`config.mk`:
```
export PLATFORM = sky130hd
export DESIGN_NAME = note_sequencer
export DESIGN_NICKNAME = d
export VERILOG_FILES = /design/src/rtl/note_sequencer.sv
export SDC_FILE = /design/constraint.sdc
export NUM_CORES = 1
export LEC_CHECK = 0
export ABC_AREA = 1
export ABC_CLOCK_PERIOD_IN_PS = 3200
export BUFFER_PORTS_ARGS = -buffer_cell sky130_fd_sc_hd__clkbuf_2
export CAP_MARGIN = 15
export CORE_MARGIN = 3
export CORE_UTILIZATION = 55
export CTS_CLUSTER_DIAMETER = 150
export DETAILED_ROUTE_END_ITERATION = 16
export PLACE_DENSITY = 0.82
export SETUP_SLACK_MARGIN = 0.4
export SYNTH_ARGS = -nofsm -noshare
export SYNTH_HDL_FRONTEND = slang
export SYNTH_SLANG_ARGS = --single-unit
```
`constraint.sdc`:
```
create_clock -name clk -period 3.2 [get_ports clk]
set_clock_uncertainty 0.05 [all_clocks]
set_input_delay 0.16 -clock clk [delete_from_list [all_inputs] [get_ports clk]]
set_output_delay 0.16 -clock clk [all_outputs]
set_load 0.01 [all_outputs]
```
`src/rtl/note_sequencer.sv`:
```
// Note-code owner for the piezo generator: live keypad passthrough plus a tick-quantised record/playback engine.
// Optional NOTE_SEQ_LOOP_EN: playback wraps to entry 0 at end of sequence instead of returning to IDLE.
module note_sequencer #(
   parameter int DEPTH    = 16,
   parameter int AW       = 4,
   parameter int TICK_DIV = 25000
) (
   input  logic          clk,
   input  logic          rst_n,
   input  logic [3:0]    key_data,
   input  logic          rec_btn,
   input  logic          play_btn,
   input  logic          stop_btn,
   output logic [3:0]    note_data,
   output logic          busy,
   output logic          rec_full,
   output logic [AW:0]   entry_cnt,
   output logic [1:0]    state
);

   localparam int PW = $clog2(TICK_DIV);
   localparam logic [PW-1:0] TICK_LAST = PW'(TICK_DIV - 1);
   localparam logic [AW:0]   LAST_CNT  = (AW + 1)'(DEPTH - 1);

   typedef enum logic [1:0] {
      S_IDLE  = 2'd0,
      S_REC   = 2'd1,
      S_FETCH = 2'd2,
      S_PLAY  = 2'd3
   } state_t;

   state_t          state_q, state_d;
   logic [PW-1:0]   presc_q, presc_d;
   logic [3:0]      cur_q, cur_d;
   logic [3:0]      dur_q, dur_d;
   logic [AW-1:0]   wr_ptr_q, wr_ptr_d;
   logic [AW-1:0]   rd_ptr_q, rd_ptr_d;
   logic [AW:0]     entry_cnt_q, entry_cnt_d;
   logic            rec_full_q, rec_full_d;
   logic [3:0]      play_code_q, play_code_d;
   logic [3:0]      play_dur_q, play_dur_d;
   logic [3:0]      note_q, note_d;
   logic            busy_q, busy_d;

   logic            tick;
   logic            leading;
   logic            wr_en;
   logic [7:0]      wr_data;
   logic            load;

   logic [7:0]      mem [DEPTH];

   assign tick    = (presc_q == TICK_LAST);
   assign leading = (cur_q == 4'd0) && (entry_cnt_q == '0);

   always_comb begin
      state_d     = state_q;
      cur_d       = cur_q;
      dur_d       = dur_q;
      wr_ptr_d    = wr_ptr_q;
      rd_ptr_d    = rd_ptr_q;
      entry_cnt_d = entry_cnt_q;
      rec_full_d  = rec_full_q;
      play_code_d = play_code_q;
      play_dur_d  = play_dur_q;
      wr_en       = 1'b0;
      wr_data     = {cur_q, dur_q};
      load        = 1'b0;

      case (state_q)
         S_IDLE: begin
            if (stop_btn) begin
               state_d = S_IDLE;
            end else if (rec_btn) begin
               state_d     = S_REC;
               entry_cnt_d = '0;
               wr_ptr_d    = '0;
               rec_full_d  = 1'b0;
               cur_d       = key_data;
               dur_d       = 4'd0;
            end else if (play_btn && (entry_cnt_q != '0)) begin
               state_d  = S_FETCH;
               rd_ptr_d = '0;
               load     = 1'b1;
            end
         end

         S_REC: begin
            // Buttons beat key changes, key changes beat ticks; at most one write per cycle.
            if (stop_btn || rec_btn) begin
               wr_en   = (dur_q != 4'd0) && !leading;
               state_d = S_IDLE;
            end else if (key_data != cur_q) begin
               wr_en = (dur_q != 4'd0) && !leading;
               cur_d = key_data;
               dur_d = 4'd0;
            end else if (tick) begin
               if (dur_q == 4'd14) begin
                  wr_en   = !leading;
                  wr_data = {cur_q, 4'd15};
                  dur_d   = 4'd0;
               end else begin
                  dur_d = dur_q + 4'd1;
               end
            end
            if (wr_en) begin
               wr_ptr_d    = wr_ptr_q + 1'b1;
               entry_cnt_d = entry_cnt_q + 1'b1;
               if (entry_cnt_q == LAST_CNT) begin
                  rec_full_d = 1'b1;
                  state_d    = S_IDLE;
               end
            end
         end

         S_FETCH: begin
            state_d = stop_btn ? S_IDLE : S_PLAY;
         end

         S_PLAY: begin
            if (stop_btn) begin
               state_d = S_IDLE;
            end else if (tick) begin
               if (play_dur_q <= 4'd1) begin
                  if ({1'b0, rd_ptr_q} == entry_cnt_q - 1'b1) begin
`ifdef NOTE_SEQ_LOOP_EN
                     state_d  = S_FETCH;
                     rd_ptr_d = '0;
                     load     = 1'b1;
`else
                     state_d  = S_IDLE;
`endif
                  end else begin
                     state_d  = S_FETCH;
                     rd_ptr_d = rd_ptr_q + 1'b1;
                     load     = 1'b1;
                  end
               end else begin
                  play_dur_d = play_dur_q - 4'd1;
               end
            end
         end

         default: state_d = S_IDLE;
      endcase

      // Entry is read as FETCH is entered so the new code is already driven during FETCH.
      if (load) begin
         {play_code_d, play_dur_d} = mem[rd_ptr_d];
      end
   end

   always_comb begin
      presc_d = '0;
      if (state_d == state_q && !tick) begin
         presc_d = presc_q + 1'b1;
      end
   end

   always_comb begin
      note_d = key_data;
      if (state_q == S_FETCH || state_q == S_PLAY) begin
         note_d = (key_data != 4'd0) ? key_data : play_code_q;
      end
      busy_d = (state_d != S_IDLE);
   end

   always_ff @(posedge clk) begin
      if (wr_en) begin
         mem[wr_ptr_q] <= wr_data;
      end
   end

   always_ff @(posedge clk or negedge rst_n) begin
      if (!rst_n) begin
         state_q     <= S_IDLE;
         presc_q     <= '0;
         cur_q       <= '0;
         dur_q       <= '0;
         wr_ptr_q    <= '0;
         rd_ptr_q    <= '0;
         entry_cnt_q <= '0;
         rec_full_q  <= 1'b0;
         play_code_q <= '0;
         play_dur_q  <= '0;
         note_q      <= '0;
         busy_q      <= 1'b0;
      end else begin
         state_q     <= state_d;
         presc_q     <= presc_d;
         cur_q       <= cur_d;
         dur_q       <= dur_d;
         wr_ptr_q    <= wr_ptr_d;
         rd_ptr_q    <= rd_ptr_d;
         entry_cnt_q <= entry_cnt_d;
         rec_full_q  <= rec_full_d;
         play_code_q <= play_code_d;
         play_dur_q  <= play_dur_d;
         note_q      <= note_d;
         busy_q      <= busy_d;
      end
   end

   assign note_data = note_q;
   assign busy      = busy_q;
   assign rec_full  = rec_full_q;
   assign entry_cnt = entry_cnt_q;
   assign state     = state_q;

endmodule

```
### After elaboration in Yosys (flattened, before gate mapping)

Memory sizes are Yosys's and may differ from the RTL's.
Index checks and enable logic that the tools add are counted.

* equal/unequal tests: 18
* multipliers: 0
* bitwise logic cells: 0
* divide/modulo/power cells: 0
* reduce and logical (&&, ||, !) cells: 23
* magnitude comparators: 1
* add/sub/neg operators: 7
* mux-type cells: 72
* shift operators: 0

Operator list (count)
* 2-to-1 mux 4 bit: 30
* case mux 4 bit (2 select lines): 4
* 2-to-1 mux 2 bit: 11
* 2-to-1 mux 1 bit: 19
* adder 15 x 1 -> 15 bit (second input constant): 1
* == test 15 bit (second input constant): 1
* 2-to-1 mux 15 bit: 1
* 2-to-1 mux 5 bit: 3
* AND reduction 5 bit: 3
* != test 2 bit (second input constant): 7
* adder 4 x 1 -> 4 bit (second input constant): 3
* case mux 5 bit (2 select lines): 1
* case mux 2 bit (4 select lines): 1
* AND reduction 4 bit: 2
* nonzero test 2 bit: 4
* nonzero test 4 bit: 2
* adder 5 x 1 -> 5 bit (second input constant): 1
* == test 4 x 5 -> 1 bit: 1
* == test 5 x 4 -> 1 bit (second input constant): 1
* logical NOT 5 bit: 1
* nonzero test 5 bit: 1
* subtractor 5 x 1 -> 5 bit (second input constant): 1
* == test 2 bit (second input constant): 2
* == test 4 bit (second input constant): 1
* other kinds (13): 19

* latch bits: 0
* input bits: 9
* output and inout port bits: 13
* logic and storage cells: 134
* memories: 1
* register bits: 52
* memory bits (read-only): 0
* memory bits (writable): 128

Memory list
* mem: depth 16, width 8, read ports 1, clocked after Yosys merged registers in 0, wr ports 1, RTL line 51 `logic [7:0] mem [DEPTH];`

### Logic depth before layout (Yosys ltp)

* word-level depth: 13
* mapped depth: 23
* mapped depth without buffers: 22

### Worst setup path after synthesis

Ideal clock, no wire load.

* path type: flip-flop to flip-flop
* start: reg cur_q[1]
* end: mem mem[7][0], enable pin
* buffers on the path: 0
* data required time: 2.780 ns
* path slack: 0.748 ns
* data arrival time: 2.032 ns
* cell stages (with the launch flop): 10
* period minus slack after synthesis: 2.452 ns
* library setup time: 0.370 ns
* cell sequence: dfrtp_1 xnor2_1 nand4_1 nor2_1 nand3_1 o21ai_0 nand2_1 nor2_1 nand2_1 nor2_1

* longest elaborated chain between the ends: 11
* elaborated cells on any way between the ends: 13
* classes of those cells: eq/ne: 1; mux: 8; reduce/logical: 4

RTL lines
* start: declaration: RTL line 34 `logic [3:0] cur_q, cur_d;`
* start signal: assignment: RTL line 191 `cur_q <= cur_d;`
* logical NOT 4 bit: RTL line 54 `assign leading = (cur_q == 4'd0) && (entry_cnt_q == '0);`
* logical AND 1 bit: RTL line 54
* logical NOT 1 bit: RTL line 91, 94, 99
* 2-to-1 mux 1 bit: RTL line 98 `if (dur_q == 4'd14) begin`
* 2-to-1 mux 1 bit: RTL line 97 `end else if (tick) begin`
* 2-to-1 mux 1 bit: RTL line 93 `end else if (key_data != cur_q) begin`
* 2-to-1 mux 1 bit (*): RTL line 90 `if (stop_btn || rec_btn) begin`
* 2-to-1 mux 1 bit (*) (2 in a row): RTL line 70 `case (state_q)`
* 2-to-1 mux 1 bit (*): RTL line 169 `if (wr_en) begin`
* 2-to-1 mux 1 bit (implied by the code) (*): RTL line 170 `mem[wr_ptr_q] <= wr_data;`
* end: declaration: RTL line 51

Every way passes the cells marked *; elsewhere a longest branch is shown, timed or not. The select of a mux whose other input is x is not followed.

### Worst setup path in the final report

* start: reg presc_q[9]
* end: mem mem[15][6], enable pin

* longest elaborated chain between the ends: 8

RTL lines
* start: declaration: RTL line 33 `logic [PW-1:0] presc_q, presc_d;`
* start signal: assignment: RTL line 190 `presc_q <= presc_d;`
* == test 15 bit: RTL line 53 `assign tick = (presc_q == TICK_LAST);`
* 2-to-1 mux 1 bit: RTL line 97
* 2-to-1 mux 1 bit: RTL line 93
* 2-to-1 mux 1 bit: RTL line 90
* 2-to-1 mux 1 bit (2 in a row): RTL line 70
* 2-to-1 mux 1 bit: RTL line 169
* 2-to-1 mux 1 bit (implied by the code): RTL line 170

No other way between the ends. The select of a mux whose other input is x is not followed.

==> results.cfg <==
[run_status]
status = finished, final reports clean

[drt]
routed-via-count = 6822
routed_wl_mm = 21.67
drtAntennaViolNets = 0
wl_per_cell_um = 17.94
first_pass_iters = 6
viasPerCell = 5.647
drc = 0
drt_iter0_drc = 1042

[placed_design]
place_congestion = 0.9923
hpwl_mm = 13.79
port_buffers = 21

[grt]
grt_max_degree = 29
overflow = 0
first_global_vias = 6441
antenna_found_initial = 0
grt_pass1_wl_mm = 34.08
grt_usage_pct = 25.22

[clocking]
cts_tree = done
cts_root_buf = clkbuf_16
insertion_delay_ns = 0.44
cts_buffers = 17
clockBufferDepth = 2
clk_pin_slew_worst_paths_ns = 0.07
ctsHtreeMaxLevel = 4
cts_sinks = 180

[hold_path]
hold_class = in -> reg
holdPathStages = 4

[synthesis]
ys_warn_count = 0
syn_avg_cell_area_um2 = 9.513
syn-cell-area_um2 = 8705
synth_area_leaders = edfxtp_1, dfrtp_1, nand2_1, nand3_1, inv_1
syn_inst = 915
ys_ff_latch = 180
synthDominantCellAreaShare_pct = 44.16
synth_cell_types = 37
synth_nets = 942
ys_seq_area_share_pct = 59.11
synth_top_area_cell = edfxtp_1
synth_flop_cell = edfxtp_1
synth_edf_count = 128
synthArstFlopShare_pct = 28.89

[sta]
setup_tns_ns = 0
min_period_over_period_pct = 84.99
tightest_slew_ns = 0.8080
slew_viol_final = 0
finalHoldViolations = 0
rsz0062_at_grt = true
finalSetupViolCount = 0
slew_headroom_pct = 46.00
period_needed_ns = 2.720
max_freq_mhz = 367.7

[cells_and_area]
nets = 1011
fin_util_pct = 65.51
area_delta_synth_final_pct = 15.68
antenna_cells = 0
layout-drive-gt1-share_pct = 14.74

[setup_path]
cp_max_fo = 8
reg2reg_depth = 12
critPathKind = reg -> reg
rr_endpoint = mem[15][6]
timing.rr.start = presc_q[9]
crit_arrival_ns = 2.82
path_cells = nor2_1 > nand2_1 > nor2_2 > nand2_1 > inv_1 > nand3_1 > o21ai_0 > nand2_1 > nor2_2 > nand2_2 > nor2_2 > buf_4
required_ns = 3.30
crit_path_start_kind = flop
endpoint_kind = flop
crit_start = presc_q[9]
ff2ff_setup_slack_ns = 0.48
slowest_delay_ns = 0.39
cp-endpoint = mem[15][6]
crit_slowest_cell = dfrtp_1

[job]
max-cap-violations = 0

[floorplan]
rows = 45
die_y_um = 131.8
start_util_pct = 56.63
chipWidth_um = 131.8
die-area_um2 = 17370
core_area_um2 = 15370
io_pins = 22

[power_and_ir_drop]
peakVddDrop_mv = 0.3929
leakage_nw = 4.284
powerDensity_nw_per_um2 = 651.7
==> flip-flops by register name, summed over array words and instances (netlist names), 2 cells and up <==
signal and count:
play_code_q 4, note_data 4, mem 128, play_dur_q 4, entry_cnt 5, presc_q 15, wr_ptr_q 4, state 2
dur_q 4, rd_ptr_q 4, cur_q 4
==> worst max-delay path: cells and delay by family (launching register included) <==
kind,cells,cell delay [ns]
AO/OA/AOI/OAI,1,0.17
buffers and inverters,2,0.34
flip-flops,1,0.39
AND/OR/NAND/NOR,9,1.47
==> cells by family after synthesis <==
family,after synthesis,share of synthesized area (%)
AOI/OAI and AO/OA,63,3.967
xor gates and xnor gates,14,1.409
adders and majority gates,18,2.587
buffers and inverters,150,7.633
DFF,180,59.11
and+or+nand+nor,490,25.30
==> report_power, final <==
group	total [mW]	switching, mW	internal (mW)
clock	2.05	0.953	1.09
combinational	1.64	1.12	0.526
sequential	2.87	0.127	2.75
==> synthesized netlist by cell type, types with 6 or more instances <==
| cell type | number |
|---|---|
| a21oi_1 | 14 |
| buf_2 | 7 |
| buf_6 | 8 |
| clkbuf_1 | 9 |
| dfrtp_1 | 52 |
| edfxtp_1 | 128 |
| ha_1 | 18 |
| inv_1 | 112 |
| inv_2 | 8 |
| nand2_1 | 234 |
| nand2_2 | 6 |
| nand3_1 | 128 |
| nand3b_1 | 23 |
| nand4_1 | 6 |
| nor2_1 | 67 |
| nor3_1 | 10 |
| o21ai_0 | 31 |
| o21ai_1 | 8 |
| xnor2_1 | 8 |
| xor2_1 | 6 |
==> metal layers <==
layer,track usage (%),wire length (µm)
met1,34.01,8542
met2,40.29,10370
met3,5.496,2007
met4,10.21,752
met5,0,0
==> how the worst min path moves through the flow <==
stage,to,slack [ns],from
2_1_floorplan,busy,-0.19,rst_n
4_1_cts,state[0],0.11,play_btn
6_report,wr_ptr_q[2],0.15,rec_btn
3_3_place_gp,cur_q[3],0.21,rst_n
5_1_grt,wr_ptr_q[2],0.17,rec_btn
3_5_place_dp,cur_q[3],0.21,rst_n
==> timing repair <==
action	in CTS	in global routing
setup endpoints to repair	46	155
resized for setup	7	31
hold buffers	5	0
setup buffers	5	9
pin swaps	2	4
gates cloned	1	0
endpoints found under the hold margin	33	0
==> cells in the final DEF, fill, tap and decap left out, types with 17 or more instances in the layout <==
master	netlist	routed
inv_1	112	112
ha_1	18	17
edfxtp_1	128	128
buf_4	2	40
dfrtp_1	52	51
nor2_1	67	63
clkbuf_16	0	17
nand2_1	234	231
clkbuf_2	0	21
nand3_1	128	125
nand3b_1	23	23
o21ai_0	31	30
==> cell type report <==
type,instances,area (µm²)
inverters,122,462.9
clock buffers,17,425.4
multi-input cells,585,2979
repair buffers,78,645.6
clock inverters,15,146.4
flip-flops and latches,180,5146
fillers,1158,5301
well taps,211,264.0
==> per-stage QoR <==
stage	setup WS (ns)	instances	power [mW]	cell area (µm²)	hold slack [ns]
final	0.4802	1208	6.562	10070	0.1507
after CTS	0.4133	1199	6.413	9877	0.1114
after floorplan	0.7477	915	3.811	8705	-0.1856
after global routing	0.3103	1208	6.849	10070	0.1732
after global placement	0.3883	1156	4.275	9160	0.2123
after detailed placement	0.3603	1156	4.305	9160	0.2143
No activity file was read; power rests on OpenSTA's default activity.
